<file path="config.mk">
export PLATFORM = sky130hd
export DESIGN_NAME = rom_sdram_bridge_flat
export DESIGN_NICKNAME = d
export VERILOG_FILES = /design/src/rtl/snes_mem_pkg.sv /design/src/rtl/rom_sdram_bridge_if.sv /design/src/rtl/rom_buf_entry.sv /design/src/rtl/rom_sdram_bridge.sv /design/src/flat_wrapper.sv
export SDC_FILE = /design/constraint.sdc
export NUM_CORES = 1
export LEC_CHECK = 0
export BUFFER_PORTS_ARGS = -buffer_cell sky130_fd_sc_hd__buf_4
export CAP_MARGIN = 20
export CORE_MARGIN = 10
export CORE_UTILIZATION = 45
export CTS_CLUSTER_DIAMETER = 60
export CTS_CLUSTER_SIZE = 25
export DETAILED_ROUTE_END_ITERATION = 8
export GPL_ROUTABILITY_DRIVEN = 0
export PLACE_DENSITY = 0.69
export SLEW_MARGIN = 20
export SYNTH_ARGS = -nofsm -noshare
export SYNTH_HDL_FRONTEND = slang
export SYNTH_HIERARCHICAL = 1
export SYNTH_SLANG_ARGS = --single-unit
</file>
<file path="constraint.sdc">
create_clock -name mclk -period 8.5 [get_ports mclk]
set_input_delay 0.85 -clock mclk [delete_from_list [all_inputs] [get_ports mclk]]
set_output_delay 0.85 -clock mclk [all_outputs]
set_load 0.1 [all_outputs]
</file>
<file path="src/rtl/snes_mem_pkg.sv">
// Shared definitions for the SNES cart-ROM / SDRAM memory path.
//
// Contents:
//   MAX_TAG_W      - widest word tag any bridge instance may use (ADDR_W <= 32)
//   rom_tag_t      - word tag (byte address >> 1), zero-extended to MAX_TAG_W
//   bridge_state_t - ROM bridge FSM states
//   rom_entry_t    - one buffered ROM word {valid, tag, data}
//   next_tag()     - tag + 1, wrapped to the live tag width
package snes_mem_pkg;

    localparam int MAX_TAG_W = 31;

    typedef logic [MAX_TAG_W-1:0] rom_tag_t;

    typedef enum logic [2:0] {
        ST_IDLE  = 3'd0,
        ST_DREQ  = 3'd1,
        ST_DWAIT = 3'd2,
        ST_PREQ  = 3'd3,
        ST_PWAIT = 3'd4
    } bridge_state_t;

    typedef struct packed {
        logic       valid;
        rom_tag_t   tag;
        logic [15:0] data;
    } rom_entry_t;

    // Sequential successor of a tag; the all-ones tag wraps to zero.
    function automatic rom_tag_t next_tag(input rom_tag_t tag, input int tag_w);
        rom_tag_t mask;
        mask = rom_tag_t'((64'd1 << tag_w) - 64'd1);
        return (tag + rom_tag_t'(1)) & mask;
    endfunction

endpackage

</file>
<file path="src/rtl/rom_sdram_bridge_if.sv">
// Bus bundle between the cart mapper, the ROM bridge and the SDRAM controller.
//
// Signals:
//   rom_addr, rom_ce_n, rom_oe_n, rom_word - ROM read bus from the mapper
//   rom_q, busy                            - ROM read data and stall back to the mapper
//   inval                                  - ROM reload: drop all buffered words
//   sdr_req, sdr_addr                      - SDRAM read request (word aligned)
//   sdr_ack, sdr_q                         - SDRAM completion pulse and data
// Modports:
//   slave  - the bridge
//   master - the environment (mapper + SDRAM controller)
interface rom_sdram_bridge_if #(
    parameter int ADDR_W = 24
);
    logic [ADDR_W-1:0] rom_addr;
    logic              rom_ce_n;
    logic              rom_oe_n;
    logic              rom_word;
    logic [15:0]       rom_q;
    logic              inval;
    logic              busy;
    logic              sdr_req;
    logic [ADDR_W-1:0] sdr_addr;
    logic              sdr_ack;
    logic [15:0]       sdr_q;

    modport slave (
        input  rom_addr, rom_ce_n, rom_oe_n, rom_word, inval, sdr_ack, sdr_q,
        output rom_q, busy, sdr_req, sdr_addr
    );

    modport master (
        output rom_addr, rom_ce_n, rom_oe_n, rom_word, inval, sdr_ack, sdr_q,
        input  rom_q, busy, sdr_req, sdr_addr
    );
endinterface

</file>
<file path="src/rtl/rom_buf_entry.sv">
// One buffered ROM word: valid bit, word tag and 16-bit data, with a tag
// comparator for hit detection.
//
// Ports:
//   mclk, rst  - clock, asynchronous active-high reset
//   clear      - drop the valid bit (wins over load)
//   load       - replace the whole entry with load_val
//   load_val   - new entry contents
//   cmp_tag    - tag to compare against
//   entry      - current entry contents
//   hit        - entry is valid and its tag equals cmp_tag
module rom_buf_entry
    import snes_mem_pkg::*;
(
    input  logic       mclk,
    input  logic       rst,
    input  logic       clear,
    input  logic       load,
    input  rom_entry_t load_val,
    input  rom_tag_t   cmp_tag,
    output rom_entry_t entry,
    output logic       hit
);

    rom_entry_t entry_q;
    rom_entry_t entry_d;

    always_comb begin
        entry_d = entry_q;
        if (clear) begin
            entry_d.valid = 1'b0;
        end else if (load) begin
            entry_d = load_val;
        end
    end

    always_ff @(posedge mclk or posedge rst) begin
        if (rst) begin
            entry_q <= '0;
        end else begin
            entry_q <= entry_d;
        end
    end

    assign entry = entry_q;
    assign hit   = entry_q.valid && (entry_q.tag == cmp_tag);

endmodule

</file>
<file path="src/rtl/rom_sdram_bridge.sv">
// Cart ROM to SDRAM read bridge with a two-word buffer (demand + sequential
// prefetch). ROM reads that hit either buffered word are answered one cycle
// later without touching SDRAM; misses fetch the word, and while idle the
// bridge fetches the word after the demand word in the background.
//
// Ports:
//   mclk - sole clock
//   rst  - asynchronous active-high reset
//   bus  - rom_sdram_bridge_if.slave: ROM bus, inval, busy, SDRAM request/ack
// Parameters:
//   ADDR_W   - byte address width of ROM bus and SDRAM port (<= 32)
//   PREFETCH - 1 enables next-word prefetch
module rom_sdram_bridge
    import snes_mem_pkg::*;
#(
    parameter int ADDR_W   = 24,
    parameter bit PREFETCH = 1'b1
)(
    input  logic                 mclk,
    input  logic                 rst,
    rom_sdram_bridge_if.slave    bus
);

    localparam int TAG_W = ADDR_W - 1;

    bridge_state_t     state_q, state_d;
    rom_tag_t          req_tag_q, req_tag_d;
    logic [ADDR_W-1:0] sdr_addr_q, sdr_addr_d;
    logic [15:0]       rom_q_q, rom_q_d;
    logic              busy_q, busy_d;
    logic              discard_q, discard_d;

    rom_entry_t dem_entry, pre_entry;
    logic       dem_hit, pre_hit;
    logic       dem_load, dem_clear, pre_load, pre_clear;
    rom_entry_t dem_load_val, fill_val;

    logic     active;
    rom_tag_t cur_tag;
    rom_tag_t nxt_tag;
    logic     use_dem, use_pre, ack_live, dem_fill, pre_fill, promote;
    logic     fill_match, pre_has_next;

    // The byte lane and access width do not change what is fetched.
    logic unused_rom_bits;
    assign unused_rom_bits = &{1'b0, bus.rom_word, bus.rom_addr[0]};

    assign cur_tag = rom_tag_t'(bus.rom_addr[ADDR_W-1:1]);

    rom_buf_entry u_demand (
        .mclk     (mclk),
        .rst      (rst),
        .clear    (dem_clear),
        .load     (dem_load),
        .load_val (dem_load_val),
        .cmp_tag  (cur_tag),
        .entry    (dem_entry),
        .hit      (dem_hit)
    );

    rom_buf_entry u_prefetch (
        .mclk     (mclk),
        .rst      (rst),
        .clear    (pre_clear),
        .load     (pre_load),
        .load_val (fill_val),
        .cmp_tag  (cur_tag),
        .entry    (pre_entry),
        .hit      (pre_hit)
    );

    // Hit detection and buffer maintenance. inval makes every buffered word
    // stale, so it also suppresses hits and any fill arriving with it. A
    // completing demand fill owns the DEMAND entry for that cycle; a prefetch
    // promotion that collides with it simply retries next cycle.
    always_comb begin
        active       = !bus.rom_ce_n && !bus.rom_oe_n;
        nxt_tag      = next_tag(dem_entry.tag, TAG_W);
        pre_has_next = pre_entry.valid && (pre_entry.tag == nxt_tag);
        use_dem      = active && !bus.inval && dem_hit;
        use_pre      = active && !bus.inval && pre_hit && !dem_hit;
        ack_live     = bus.sdr_ack && !discard_q && !bus.inval;
        dem_fill     = (state_q == ST_DWAIT) && ack_live;
        pre_fill     = (state_q == ST_PWAIT) && ack_live;
        promote      = use_pre && !dem_fill;
        fill_match   = dem_fill && (req_tag_q == cur_tag);

        fill_val     = '{valid: 1'b1, tag: req_tag_q, data: bus.sdr_q};
        dem_load     = dem_fill || promote;
        dem_load_val = dem_fill ? fill_val : pre_entry;
        dem_clear    = bus.inval;
        pre_load     = pre_fill;
        pre_clear    = bus.inval || (promote && !pre_fill);

        rom_q_d = rom_q_q;
        if (use_dem) begin
            rom_q_d = dem_entry.data;
        end else if (use_pre) begin
            rom_q_d = pre_entry.data;
        end
        if (fill_match) begin
            rom_q_d = bus.sdr_q;
        end

        busy_d = active && !(use_dem || use_pre || fill_match);
    end

    // Request sequencer. Only one SDRAM read is ever outstanding; a miss seen
    // while a read is in flight waits for it and is re-evaluated from IDLE.
    // discard marks an in-flight read whose data went stale via inval.
    always_comb begin
        state_d    = state_q;
        req_tag_d  = req_tag_q;
        sdr_addr_d = sdr_addr_q;
        discard_d  = discard_q;

        case (state_q)
            ST_IDLE: begin
                discard_d = 1'b0;
                if (active && !use_dem && !use_pre) begin
                    state_d   = ST_DREQ;
                    req_tag_d = cur_tag;
                end else if (PREFETCH && !bus.inval && !promote &&
                             dem_entry.valid && !pre_has_next) begin
                    state_d   = ST_PREQ;
                    req_tag_d = nxt_tag;
                end
                if (state_d != ST_IDLE) begin
                    sdr_addr_d = {req_tag_d[TAG_W-1:0], 1'b0};
                end
            end
            ST_DREQ, ST_PREQ: begin
                state_d = (state_q == ST_DREQ) ? ST_DWAIT : ST_PWAIT;
                if (bus.inval) begin
                    discard_d = 1'b1;
                end
            end
            ST_DWAIT, ST_PWAIT: begin
                if (bus.sdr_ack) begin
                    state_d   = ST_IDLE;
                    discard_d = 1'b0;
                end else if (bus.inval) begin
                    discard_d = 1'b1;
                end
            end
            default: begin
                state_d = ST_IDLE;
            end
        endcase
    end

    always_ff @(posedge mclk or posedge rst) begin
        if (rst) begin
            state_q    <= ST_IDLE;
            req_tag_q  <= '0;
            sdr_addr_q <= '0;
            rom_q_q    <= '0;
            busy_q     <= 1'b0;
            discard_q  <= 1'b0;
        end else begin
            state_q    <= state_d;
            req_tag_q  <= req_tag_d;
            sdr_addr_q <= sdr_addr_d;
            rom_q_q    <= rom_q_d;
            busy_q     <= busy_d;
            discard_q  <= discard_d;
        end
    end

    assign bus.sdr_req  = (state_q == ST_DREQ) || (state_q == ST_PREQ);
    assign bus.sdr_addr = sdr_addr_q;
    assign bus.rom_q    = rom_q_q;
    assign bus.busy     = busy_q;

endmodule

</file>
<file path="src/flat_wrapper.sv">
// flat-port wrapper written by rule: the top's interface ports become plain ports
module rom_sdram_bridge_flat import snes_mem_pkg::*;
#(
    parameter int ADDR_W   = 24,
    parameter bit PREFETCH = 1'b1
)
  (mclk, rst, bus_rom_addr, bus_rom_ce_n, bus_rom_oe_n, bus_rom_word, bus_inval, bus_sdr_ack, bus_sdr_q, bus_rom_q, bus_busy, bus_sdr_req, bus_sdr_addr);
  rom_sdram_bridge_if #(.ADDR_W(ADDR_W)) bus_i ();
  input  logic mclk;
  input  logic rst;
  input wire logic [$bits(bus_i.rom_addr)-1:0] bus_rom_addr;
  input wire logic [$bits(bus_i.rom_ce_n)-1:0] bus_rom_ce_n;
  input wire logic [$bits(bus_i.rom_oe_n)-1:0] bus_rom_oe_n;
  input wire logic [$bits(bus_i.rom_word)-1:0] bus_rom_word;
  input wire logic [$bits(bus_i.inval)-1:0] bus_inval;
  input wire logic [$bits(bus_i.sdr_ack)-1:0] bus_sdr_ack;
  input wire logic [$bits(bus_i.sdr_q)-1:0] bus_sdr_q;
  output wire logic [$bits(bus_i.rom_q)-1:0] bus_rom_q;
  output wire logic [$bits(bus_i.busy)-1:0] bus_busy;
  output wire logic [$bits(bus_i.sdr_req)-1:0] bus_sdr_req;
  output wire logic [$bits(bus_i.sdr_addr)-1:0] bus_sdr_addr;
  assign bus_i.rom_addr = bus_rom_addr;
  assign bus_i.rom_ce_n = bus_rom_ce_n;
  assign bus_i.rom_oe_n = bus_rom_oe_n;
  assign bus_i.rom_word = bus_rom_word;
  assign bus_i.inval = bus_inval;
  assign bus_i.sdr_ack = bus_sdr_ack;
  assign bus_i.sdr_q = bus_sdr_q;
  assign bus_rom_q = bus_i.rom_q;
  assign bus_busy = bus_i.busy;
  assign bus_sdr_req = bus_i.sdr_req;
  assign bus_sdr_addr = bus_i.sdr_addr;
  rom_sdram_bridge #(.ADDR_W(ADDR_W), .PREFETCH(PREFETCH)) u_core (.mclk(mclk), .rst(rst), .bus(bus_i));
endmodule
</file>
Yosys cells after proc, flatten, opt, wreduce, memory -nomap -nowiden
Cells that the tools add are included.
{"block": "word_totals", "output_inout_bits": 42, "regBits": 171, "elab_cells": 95, "in_bits": 47}
{"block": "op_classes", "eq_ne": 9, "n_mux": 19, "bitwise": 2, "n_addsub": 1, "n_reduce_logical": 51}
{"op": "$mux W48", "n": 3}
{"op": "$eq A31 B23 Y1", "n": 4}
{"op": "$mux W31", "n": 2}
{"op": "$mux W16", "n": 3}
{"op": "$add A23 B1 Y23 const B", "n": 1}
{"op": "$logic_and A1 B1 Y1", "n": 21}
{"op": "$mux W3", "n": 5}
{"op": "$logic_not A1 Y1", "n": 12}
{"op": "$pmux W3 S3", "n": 1}
{"op": "$reduce_bool A3 Y1", "n": 3}
{"op": "$reduce_and A2 Y1", "n": 4}
{"op": "$eq A3 B2 Y1 const B", "n": 2}
{"op": "$reduce_bool A2 Y1", "n": 3}
{"op": "$logic_or A1 B1 Y1", "n": 5}
{"op": "$mux W1", "n": 4}
{"op": "$reduce_or A2 Y1", "n": 2}
{"op": "$eq A3 B1 Y1 const B", "n": 1}
{"op": "$eq A3 B3 Y1 const B", "n": 1}
{"op": "$logic_not A3 Y1", "n": 1}
{"op": "$pmux W1 S3", "n": 1}
{"op": "$ne A2 B2 Y1 const B", "n": 1}
{"op": "$not A1 Y1", "n": 2}

Logic depth before layout (Yosys ltp)
Gate-level depths: netlist of run 1.
{"block": "logic_depth", "depth_word": 15, "mapped_depth": 14, "mapped_depth_nobuf": 11}

Modules after synthesis
The synthesis of run 1 kept the hierarchy.
{"mod": "rom_sdram_bridge", "n_inst": 1, "cells_each": 600, "seq_area_each_um2": 1676.6, "area_per_inst_um2": 5366.4}
{"mod": "rom_buf_entry", "n_inst": 2, "cells_each": 146, "seq_area_each_um2": 1201.2, "area_per_inst_um2": 2157.1}

Worst setup path after synthesis of run 1
No wires, ideal clock.
{"block": "synth_path", "path_type": "input -> register", "start": "input port bus_rom_addr[23]", "end": "register u_core.req_tag_q[0]", "setup_time_ns": 0.123, "cell_stages": 12, "t_required_ns": 8.377, "t_arrival_ns": 3.255, "path_buffers": 1, "path_slack_ns": 5.122, "path_cell_list": "xor2_1 nor4_2 nand2_1 nor4_2 nor2b_1 nand2_1 a21oi_1 or3b_2 nor2_1 nand3_2 buf_4 o221a_1"}
{"block": "synth_via", "elab_chain_len": 11, "word_cells_on_any_way": 19, "cone_classes": "eq/ne: 2; mux: 2; reduce/logical: 15"}
{"element": "from (decl)", "line": "flat_wrapper.sv:11", "text": "input wire logic [$bits(bus_i.rom_addr)-1:0] bus_rom_addr;"}
{"element": "$eq A31 B23 Y1 (*)", "line": "rom_buf_entry.sv:46", "text": "assign hit = entry_q.valid && (entry_q.tag == cmp_tag);"}
{"element": "$logic_and A1 B1 Y1 (*)", "line": "rom_buf_entry.sv:46"}
{"element": "via u_core.dem_hit", "line": "rom_sdram_bridge.sv:34", "text": "logic dem_hit, pre_hit;"}
{"element": "$logic_not A1 Y1", "line": "rom_sdram_bridge.sv:81", "text": "use_pre = active && !bus.inval && pre_hit && !dem_hit;"}
{"element": "$logic_and A1 B1 Y1", "line": "rom_sdram_bridge.sv:81"}
{"element": "$logic_and A1 B1 Y1", "line": "rom_sdram_bridge.sv:85", "text": "promote = use_pre && !dem_fill;"}
{"element": "$logic_not A1 Y1", "line": "rom_sdram_bridge.sv:123", "text": "end else if (PREFETCH && !bus.inval && !promote &&"}
{"element": "$logic_and A1 B1 Y1 (2 in series)", "line": "rom_sdram_bridge.sv:123"}
{"element": "$logic_and A1 B1 Y1", "line": "rom_sdram_bridge.sv:124", "text": "dem_entry.valid && !pre_has_next) begin"}
{"element": "$mux W31", "line": "rom_sdram_bridge.sv:123"}
{"element": "$mux W31 (*)", "line": "rom_sdram_bridge.sv:120", "text": "if (active && !use_dem && !use_pre) begin"}
{"element": "to (signal assigned)", "line": "rom_sdram_bridge.sv:162", "text": "req_tag_q <= req_tag_d;"}
{"element": "to (decl)", "line": "rom_sdram_bridge.sv:27", "text": "rom_tag_t req_tag_q, req_tag_d;"}
Mark *: on every way through the listed nets, which the timed path passes. The rest lies on a longest branch. The select of a mux whose other input is x is not followed.
A chain may end at the register's enable or synchronous reset.

Worst setup path in the final report of run 1
{"block": "layout_path", "start": "register u_core.u_demand.entry_q (netlist bit u_core/u_demand/entry[31])", "end": "register u_core.req_tag_q[19]"}
{"block": "layout_via", "elab_chain_len": 11, "word_cells_on_any_way": 20, "cone_classes": "add/sub: 1; eq/ne: 2; mux: 2; reduce/logical: 15"}
{"element": "from (decl)", "line": "rom_buf_entry.sv:25", "text": "rom_entry_t entry_q;"}
{"element": "from (signal assigned)", "line": "rom_buf_entry.sv:41", "text": "entry_q <= entry_d;"}
{"element": "$eq A31 B23 Y1 (*)", "line": "rom_buf_entry.sv:46"}
{"element": "$logic_and A1 B1 Y1 (*)", "line": "rom_buf_entry.sv:46"}
{"element": "via u_core.dem_hit", "line": "rom_sdram_bridge.sv:34"}
{"element": "$logic_not A1 Y1", "line": "rom_sdram_bridge.sv:81"}
{"element": "$logic_and A1 B1 Y1", "line": "rom_sdram_bridge.sv:81"}
{"element": "$logic_and A1 B1 Y1", "line": "rom_sdram_bridge.sv:85"}
{"element": "$logic_not A1 Y1", "line": "rom_sdram_bridge.sv:123"}
{"element": "$logic_and A1 B1 Y1 (2 in series)", "line": "rom_sdram_bridge.sv:123"}
{"element": "$logic_and A1 B1 Y1", "line": "rom_sdram_bridge.sv:124"}
{"element": "$mux W31", "line": "rom_sdram_bridge.sv:123"}
{"element": "$mux W31 (*)", "line": "rom_sdram_bridge.sv:120"}
Marks and branches as above.

==> impl_metrics.csv, run 1 <==
group,metric,value,unit
floorplanning,die-area,0.02778,mm^2
synthesis,async_flop_share,100.0,%
final_layout,final_layout_size_suffix_gt1_share,29.67,%
worst_setup_path,critPathArrivalTime,4.65,ns
floorplanning,pin_count,89,
outcome,status,"finished, final reports clean",
worst_setup_path,start_kind,"flip-flop",
placement,port_buffers,85,
sta,period_share,51.84,%
synthesis,synth.distinct_cells,71,
global_routing,antenna_found_initial,0,
clock_network,clock_path_buffers,2,
power_and_ir_drop,switching_share,41.71,%
clock_network,clock-root-buffer,"clkbuf_16",
worst_setup_path,cpPeakStageDelay,0.90,ns
sta,final_max_slew_viol_count,0,
power_and_ir_drop,internal_power,1743,uW
detailed_routing,ant_nets,0,
floorplanning,core,0.02109,mm^2
sta,maxSlewHeadroom,28.27,%
clock_network,cts_resized,0,
detailed_routing,via_per_inst,5.764,
sta,rsz0062_at_grt,"false",
detailed_routing,drt_wl_total,26690,um
worst_setup_path,path_common_cell,"a21oi_1",
final_layout,final_net_count,1026,
final_layout,layout_common_cells,"dfrtp_1 (163), mux2_2 (135), buf_4 (95), xor2_1 (69), nand2_1 (57)",
worst_setup_path,cp.required,8.74,ns
global_routing,grt.overflow.total,0,
final_layout,num-fill-cells,1923,
sta,fin_skew,0.01035,ns
worst_setup_path,path_class,"reg2reg",
power_and_ir_drop,p_comb_share,35.7,%
floorplanning,row_count,53,
synthesis,ys_seq_area_share,42.14,%
clock_network,numCtsBuffers,17,
detailed_routing,num_vias,7297,
worst_setup_path,path_cells,"xor2_1 > nor4_1 > nand4_1 > nor4_4 > buf_4 > nor2b_1 > nand2_1 > a21oi_1 > or3b_2 > a21oi_1 > o21a_2 > o221ai_1",
clock_network,clock_latency,0.44,ns
worst_setup_path,slowest_stage,"o21a_2",
global_routing,grt_max_degree,64,
global_routing,grt_usage,18.93,%
power_and_ir_drop,vdd_drop_max,0.0001505,V
detailed_routing,firstDrtPassIters,5,
sta,worstMarginPinSlew,1.076,ns
placement,hpwlAfterDp,18090,um
worst_setup_path,cp_max_fo,47,
global_routing,grt_pass1_vias,7291,
clock_network,cts.sinks,163,
synthesis,ys_ff_latch,163,
power_and_ir_drop,p_clk_share,25.5,%
sta,finalWorstSetupSlack,4.093,ns
clock_network,ctsHtreeMaxLevel,4,
floorplanning,initial_core_util,45.91,%
power_and_ir_drop,p_sw,1248,uW
synthesis,synth.avg_cell_area,10.85,um^2
clock_network,cts_hold_buffers,0,
synthesis,synthCells,892,
floorplanning,die_h,166.7,um
hold_path,hold_class,"in2async",
clock_network,postCtsSetupBuffers,0,
synthesis,syn-cell-area,0.009681,mm^2
final_layout,n_antenna_cell,0,
worst_setup_path,rr_startpoint,"u_core/u_demand/entry[31]",
clock_network,clk_pin_slew,0.08,ns
final_layout,final_common_cell,"dfrtp_1",
synthesis,synth-edff-count,0,
power_and_ir_drop,p_per_area,268.0,mW/mm^2
detailed_routing,wire_per_inst,21.08,um
worst_setup_path,path_buf_inv,1,
worst_setup_path,cpLargestDelayFamily,"simple AND/OR/NAND/NOR gates",
global_routing,grt_pass1_wl,42520,um
synthesis,synth_flop_cell,"dfrtp_1",
placement,pre_cts_ws,3.641,ns
sta,period_minus_slack,4.407,ns
worst_setup_path,setup.worst_path.start,"u_core/u_demand/entry[31]",
sta,finalHoldViolCount,0,
detailed_routing,drtIter0Drc,515,
sta,report.final.setup_viol,0,
run,drv_cap,0,
detailed_routing,drc_errors,0,
floorplanning,die_x,166.7,um
synthesis,yosysWarningCount,6,
final_layout,syn_to_final_growth,15.28,%
sta,fin_tns_setup,0,ns
clock_network,cts_tree,"yes",
power_and_ir_drop,p_seq_share,38.8,%
sta,fmax,0.2269,GHz
worst_setup_path,crit_path_end_kind,"flip-flop",
power_and_ir_drop,leakage,0.005105,uW
==> cell usage after synthesis, types with 3 or more instances <==
cell type / instances / area share (%)
dfrtp_1: 163 / 42
mux2_2: 135 / 16
xor2_1: 69 / 6.2
nand2_1: 58 / 2.2
xnor2_1: 50 / 4.5
inv_1: 39 / 1.5
o21ai_0: 33 / 1.7
o221ai_1: 31 / 2.8
clkbuf_1: 26 / 1.0
a21oi_1: 22 / 1.1
nor2_1: 22 / 0.85
nand3_1: 21 / 1.1
nand4_1: 21 / 1.4
o221a_1: 16 / 1.9
nor4_1: 15 / 0.97
and3b_1: 14 / 1.3
and2_1: 11 / 0.71
nor2b_1: 11 / 0.71
buf_6: 10 / 1.2
nor4_2: 10 / 1.3
or3_1: 10 / 0.65
nand2b_1: 9 / 0.58
buf_2: 8 / 0.41
buf_4: 8 / 0.62
and3_1: 7 / 0.45
nor3_1: 6 / 0.31
and4_1: 5 / 0.45
mux2i_1: 4 / 0.41
a31oi_1: 3 / 0.19
o21a_1: 3 / 0.23
xnor3_1: 3 / 0.70
==> layer usage <==
layer	up-vias	wire, um	global-route usage [%]
met5	-	0	0
met4	0	599	5.804
met3	34	1463	4.213
met2	212	12380	29.65
met1	3672	12250	25.50
li1	3379	-	-
==> worst paths after layout <==
kind | depth (start not counted) | end | slack (ns)
worst max register to register | 12 | u_core/req_tag_q[19] | 4.09
worst min-delay path | 2 | u_core/bus.rom_q[4] | 0.49
worst max-delay path | 12 | u_core/req_tag_q[19] | 4.09
max in group asynchronous | 3 | u_core/bus.sdr_addr[3] | 7.02
min in group mclk | 1 | u_core/u_demand/entry[11] | 0.51
worst min register to register | 1 | u_core/u_demand/entry[11] | 0.51
==> layout make-up <==
type                       instances  area (um^2)  share of cell area [%]
clock buffer                      17        425.4                   3.812
clock inverter                    15        157.7                   1.413
inverter                          39        147.6                   1.323
multi-input combinational        660         5254                   47.08
sequential                       163         4079                   36.55
tap                              275        344.1                   3.083
timing repair buffer              97        752.0                   6.738
==> power groups by stage <==
stage / combinational [uW] / clock, uW / sequential (uW)
6_report: 1070 / 764 / 1160
5_1_grt: 1130 / 809 / 1190
4_1_cts: 1060 / 778 / 1160
3_5_place_dp: 1060 / 0 / 1170
3_3_place_gp: 1050 / 0 / 1160
2_1_floorplan: 538 / 0 / 1400
==> state kept, by name, summed over array words and instances (netlist names) <==
signal                   count
u_core/state_q               3
u_core/bus.sdr_addr         23
u_core/u_prefetch/entry     48
u_core/bus.busy              1
u_core/bus.rom_q            16
u_core/discard_q             1
u_core/u_demand/entry       48
u_core/req_tag_q            23
==> metrics by stage <==
step                      total power (uW)  cells  instance area (um^2)  hold WS [ns]  utilization, %
final                                 2991   1266                 11160        0.4914           52.92
after global routing                  3133   1266                 11160        0.5218           52.92
after CTS                             2999   1264                 11120        0.5035           52.74
after detailed placement              2225   1232                 10540        0.4972           49.97
after global placement                2206   1232                 10540        0.4899           49.97
after floorplan                       1939    916                  9771        0.4780               -
==> cell families after synthesis <==
kind of cell	synth area share (%)
muxes	16.27
and+or+nand+nor	14.58
adders and majority gates	0.2326
AOI/OAI and AO/OA	10.43
buffers and inverters	4.808
other	0.07758
DFF	42.14
xor gates and xnor gates	11.46
No activity file was read; power rests on OpenSTA's default activity.
==> run 2: changes to the inputs <==
==> constraint.sdc (replaced) <==
create_clock -name mclk -period 4.53 [get_ports mclk]
set_input_delay 0.453 -clock mclk [delete_from_list [all_inputs] [get_ports mclk]]
set_output_delay 0.453 -clock mclk [all_outputs]
set_load 0.1 [all_outputs]
==> run 2 against run 1 <==
First-iteration DRC count up 8.2%. Combinational power up 88%. Power up 89%. Clock skew up 0.0083 ns. Critical path type unchanged. Largest power group unchanged.
==> impl_metrics.csv, run 2 (synthesis results as in run 1) <==
group,metric,value,unit
outcome,status,"finished, final reports clean",
final_layout,fin_area,0.01125,mm^2
worst_setup_path,start_kind,"flip-flop",
clock_network,cts.sinks,163,
worst_setup_path,cpPeakStageDelay,0.52,ns
worst_setup_path,cp_max_fo,36,
floorplanning,initial_core_util,45.91,%
clock_network,clk_pin_slew,0.08,ns
worst_setup_path,path_common_cell,"nor2_1",
power_and_ir_drop,p_per_area,502.4,mW/mm^2
sta,rsz0062_at_grt,"false",
detailed_routing,num_vias,7323,
sta,finalHoldViolCount,0,
worst_setup_path,rr_startpoint,"u_core/u_demand/entry[31]",
global_routing,antenna_found_initial,0,
sta,period_share,85.10,%
sta,final_max_slew_viol_count,0,
final_layout,layout_common_cells,"dfrtp_1 (163), mux2_2 (135), buf_4 (100), xor2_1 (69), nand2_1 (57)",
global_routing,grt.overflow.total,0,
worst_setup_path,rr_worst_depth,11,
sta,worstMarginPinSlew,0.8441,ns
sta,fin_skew,0.01869,ns
sta,period_minus_slack,3.855,ns
worst_setup_path,slowest_stage,"dfrtp_1",
worst_setup_path,path_class,"reg2reg",
final_layout,final_cells,1272,
global_routing,grt_usage,19.36,%
clock_network,numCtsBuffers,17,
global_routing,grt_pass1_vias,7517,
clock_network,clock_path_buffers,2,
hold_path,hold_class,"in2async",
worst_setup_path,path_buf_inv,2,
detailed_routing,wire_per_inst,21.22,um
final_layout,num-fill-cells,1878,
floorplanning,row_count,53,
clock_network,clock_latency,0.44,ns
worst_setup_path,path_cells,"xor2_1 > nor4_1 > nand4_1 > nor4_4 > buf_4 > nor2_1 > o21a_1 > nor2_1 > nand3_2 > buf_12 > o221a_1",
detailed_routing,via_per_inst,5.757,
worst_setup_path,critPathArrivalTime,4.18,ns
worst_setup_path,rr_endpoint,"u_core/bus.sdr_addr[8]",
floorplanning,core,0.02109,mm^2
clock_network,cts_hold_buffers,0,
detailed_routing,ant_nets,0,
power_and_ir_drop,leakage,0.005144,uW
sta,maxSlewHeadroom,43.42,%
final_layout,final_layout_size_suffix_gt1_share,30.09,%
final_layout,syn_to_final_growth,16.18,%
worst_setup_path,cp.required,4.85,ns
worst_setup_path,timing.reg2reg.setup_slack,0.67,ns
final_layout,multi_input_area,0.005254,mm^2
final_layout,final_common_cell,"dfrtp_1",
detailed_routing,firstDrtPassIters,5,
global_routing,grt_max_degree,49,
power_and_ir_drop,finalPower,5650,uW
final_layout,register_area,0.004079,mm^2
clock_network,cts_resized,0,
clock_network,postCtsSetupBuffers,0,
floorplanning,die-area,0.02778,mm^2
final_layout,n_antenna_cell,0,
detailed_routing,drt_wl_total,26990,um
floorplanning,die_h,166.7,um
floorplanning,die_x,166.7,um
worst_setup_path,crit_path_end_kind,"flip-flop",
clock_network,cts_tree,"yes",
global_routing,grt_pass1_wl,43150,um
detailed_routing,drc_errors,0,
sta,fin_tns_setup,0,ns
sta,holdWs,0.07700,ns
placement,port_buffers,85,
clock_network,ctsHtreeMaxLevel,4,
run,drv_cap,0,
detailed_routing,drtIter0Drc,557,
clock_network,clock-root-buffer,"clkbuf_16",
worst_setup_path,cpLargestDelayFamily,"simple AND/OR/NAND/NOR gates",
sta,report.final.setup_viol,0,
final_layout,final_net_count,1032,
placement,placed_cells,1240,
placement,hpwlAfterDp,18770,um
power_and_ir_drop,vdd_drop_max,0.0002666,V
sta,fmax,0.2594,GHz
placement,placed_area,0.01064,mm^2
floorplanning,pin_count,89,
[run 2: layer usage]
layer / up-vias / global-route usage (%) / routed length [um]
li1: 3402 / - / -
met1: 3631 / 25.48 / 11920
met2: 251 / 30.87 / 12760
met3: 39 / 4.401 / 1699
met4: 0 / 6.186 / 613
met5: - / 0 / 0
[run 2: power breakdown]
part	switching, uW	leakage, uW	internal [uW]	total [uW]
Combinational	1250	0.00269	760	2010
Sequential	393	0.00216	1780	2170
Clock	715	0.000297	751	1470
[run 2: worst max path at each step]
stage / startpoint / end / slack, ns / cells after the start
after floorplan: u_core/u_demand/entry[38] / u_core/req_tag_q[0] / 1.54 / 12
after global placement: bus_rom_addr[20] / u_core/bus.sdr_addr[2] / 0.79 / 12
after detailed placement: bus_rom_addr[20] / u_core/bus.sdr_addr[8] / 0.75 / 12
after CTS: u_core/u_demand/entry[31] / u_core/bus.sdr_addr[8] / 0.78 / 11
after global routing: u_core/u_demand/entry[31] / u_core/bus.sdr_addr[2] / 0.51 / 11
final: u_core/u_demand/entry[31] / u_core/bus.sdr_addr[8] / 0.67 / 11
[run 2: layout make-up]
| type | instances | share of cell area, % |
|---|---|---|
| Inverter | 39 | 1.313 |
| Multi-Input combinational cell | 660 | 46.71 |
| Sequential cell | 163 | 36.27 |
| Clock inverter | 15 | 1.658 |
| Clock buffer | 17 | 3.782 |
| Tap cell | 275 | 3.059 |
| Timing Repair Buffer | 103 | 7.209 |
[run 2: through the flow]
step | util, % | setup WS (ns)
after global routing | 53.33 | 0.5067
after CTS | 53.33 | 0.7783
final | 53.33 | 0.6748
after floorplan | - | 1.542
after detailed placement | 50.43 | 0.7493
after global placement | 50.43 | 0.7866
==> run 3: changes to the inputs <==
--- a/config.mk
+++ b/config.mk
@@ -7,7 +7,7 @@
 export LEC_CHECK = 0
 export BUFFER_PORTS_ARGS = -buffer_cell sky130_fd_sc_hd__buf_4
 export CAP_MARGIN = 20
-export CORE_MARGIN = 10
+export CORE_MARGIN = 2
 export CORE_UTILIZATION = 45
 export CTS_CLUSTER_DIAMETER = 60
 export CTS_CLUSTER_SIZE = 25
==> constraint.sdc (replaced) <==
create_clock -name mclk -period 4.2 [get_ports mclk]
set_input_delay 0.84 -clock mclk [delete_from_list [all_inputs] [get_ports mclk]]
set_output_delay 0.84 -clock mclk [all_outputs]
set_load 0.1 [all_outputs]
==> run 3 against run 2 <==
Hold slack better by 0.44 ns. First-iteration DRC count is 2.5% higher. Sequential share of layout area is 0.14 points lower. Non-clock buffer count is 13 higher. Cell area is 0.40% higher. Via count is 0.14% lower. Global-route usage is 4.9 points higher. Sequential power is 7% higher. Clock skew is 0.0046 ns lower. Final cell count is 0.94% higher. Power is 7.2% higher.
==> impl_metrics.csv, run 3 (synthesis results as in run 1) <==
group,metric,value,unit
outcome,status,"finished, final reports clean",
clock_network,clk_pin_slew,0.07,ns
detailed_routing,ant_nets,0,
final_layout,final_cells,1284,
worst_setup_path,path_class,"reg2reg",
final_layout,final_common_cell,"dfrtp_1",
power_and_ir_drop,finalPower,6056,uW
power_and_ir_drop,vdd_drop_max,0.0002847,V
sta,fmax,0.2774,GHz
sta,final_max_slew_viol_count,0,
clock_network,cts_resized,0,
final_layout,num-fill-cells,1846,
placement,port_buffers,85,
detailed_routing,drc_errors,0,
worst_setup_path,start_kind,"flip-flop",
hold_path,hp-start,"u_core/u_demand/entry[10]",
floorplanning,initial_core_util,45.91,%
sta,period_minus_slack,3.605,ns
sta,maxSlewHeadroom,33.26,%
detailed_routing,drt_wl_total,26110,um
final_layout,syn_to_final_growth,16.65,%
sta,fin_tns_setup,0,ns
run,drv_cap,0,
clock_network,postCtsSetupBuffers,0,
worst_setup_path,timing.reg2reg.setup_slack,0.59,ns
detailed_routing,firstDrtPassIters,5,
detailed_routing,drtIter0Drc,571,
final_layout,final_layout_size_suffix_gt1_share,30.92,%
clock_network,clock_path_buffers,2,
detailed_routing,wire_per_inst,20.33,um
worst_setup_path,rr_worst_depth,11,
sta,finalHoldViolCount,0,
final_layout,n_antenna_cell,0,
sta,fin_skew,0.01410,ns
placement,hpwlAfterDp,18200,um
global_routing,grtUsageMet2,38.43,%
worst_setup_path,cp.required,4.48,ns
worst_setup_path,cp_max_fo,38,
global_routing,grt_pass1_vias,7233,
clock_network,cts_tree,"yes",
global_routing,met1_usage,33.16,%
placement,placed_cells,1253,
floorplanning,die_x,150.7,um
clock_network,clock-root-buffer,"clkbuf_16",
global_routing,grt_max_degree,47,
sta,worstMarginPinSlew,1.001,ns
sta,period_share,85.84,%
clock_network,ctsHtreeMaxLevel,4,
floorplanning,pin_count,89,
global_routing,met3_usage,4.848,%
clock_network,cts.sinks,163,
clock_network,numCtsBuffers,17,
final_layout,final_net_count,1045,
worst_setup_path,critPathArrivalTime,3.89,ns
worst_setup_path,cpPeakStageDelay,0.62,ns
detailed_routing,via_per_inst,5.695,
hold_path,hold_end,"u_core/u_demand/entry[10]",
floorplanning,row_count,53,
sta,rsz0062_at_grt,"false",
worst_setup_path,path_cells,"buf_4 > ha_1 > nand4_1 > nor3_1 > o32a_1 > o221ai_1 > nor4_2 > nand4_1 > nand3_2 > buf_4 > o221ai_1",
final_layout,layout_common_cells,"dfrtp_1 (163), mux2_2 (135), buf_4 (114), xor2_1 (69), nand2_1 (57)",
worst_setup_path,crit_path_end_kind,"flip-flop",
power_and_ir_drop,p_per_area,536.3,mW/mm^2
global_routing,grt_busiest_layer,"met2",
detailed_routing,num_vias,7313,
floorplanning,die-area,0.02270,mm^2
floorplanning,core,0.02109,mm^2
hold_path,holdPathStages,1,
clock_network,clock_latency,0.44,ns
global_routing,grt.overflow.total,0,
global_routing,grt_pass1_wl,41590,um
sta,report.final.setup_viol,0,
worst_setup_path,rr_startpoint,"u_core/u_demand/entry[16]",
worst_setup_path,rr_endpoint,"u_core/req_tag_q[20]",
worst_setup_path,slowest_stage,"nor3_1",
floorplanning,die_h,150.7,um
power_and_ir_drop,leakage,0.005178,uW
global_routing,grt_usage,24.28,%
hold_path,hold_class,"reg2reg",
clock_network,cts_hold_buffers,0,
global_routing,antenna_found_initial,0,
run 3: report_power, final:
part	internal, uW	switching (uW)	total [uW]	leakage, uW
logic	835	1370	2210	0.00275
registers	1920	400	2320	0.00216
clock network	830	699	1530	0.000271
total	3580	2470	6060	0.00518
run 3: stage by stage:
stage / cell area, um^2 / utilization, % / hold WS [ns] / setup WS [ns]
finish: 11290 / 53.55 / 0.5125 / 0.5945
global route: 11290 / 53.55 / 0.5272 / 0.2866
CTS: 11290 / 53.55 / 0.5132 / 0.6125
detailed placement: 10720 / 50.84 / 0.4960 / 0.1573
global placement: 10720 / 50.84 / 0.4885 / 0.2150
floorplan: 9771 / - / 0.4780 / 0.8323
run 3: layer usage:
metal / vias to the layer above / wire (um)
li1: 3409 / -
met1: 3643 / 11680
met2: 216 / 12240
met3: 45 / 1442
met4: 0 / 746
met5: - / 0
run 3: worst max path at each step:
stage | endpoint | start | cells past startpoint | slack, ns
after floorplan | u_core/req_tag_q[0] | bus_rom_addr[23] | 12 | 0.83
after global placement | u_core/u_prefetch/entry[32] | bus_rom_addr[23] | 12 | 0.22
after detailed placement | u_core/u_prefetch/entry[30] | bus_rom_addr[23] | 12 | 0.16
after CTS | u_core/u_prefetch/entry[24] | bus_rom_addr[23] | 12 | 0.61
after global routing | u_core/bus.sdr_addr[15] | u_core/u_demand/entry[16] | 11 | 0.29
final | u_core/req_tag_q[20] | u_core/u_demand/entry[16] | 11 | 0.59
run 3: area by class of cell:
| class | instances | area, um^2 | area share, % |
|---|---|---|---|
| inverter | 39 | 147.6 | 1.307 |
| multi-input combinational | 660 | 5254 | 46.53 |
| sequential | 163 | 4079 | 36.12 |
| timing repair buffer | 116 | 895.9 | 7.934 |
| clock inverter | 14 | 146.4 | 1.296 |
| clock buffer | 17 | 425.4 | 3.767 |
| tap | 275 | 344.1 | 3.047 |
run 3: worst max-delay path, delay by kind of cell, from the launching register on:
family | cells | cell delay (ns)
flip-flops | 1 | 0.37
buffers and inverters | 2 | 0.59
adder cells (fa/ha/maj) | 1 | 0.34
AO/OA/AOI/OAI | 3 | 0.55
AND/OR/NAND/NOR | 5 | 1.59
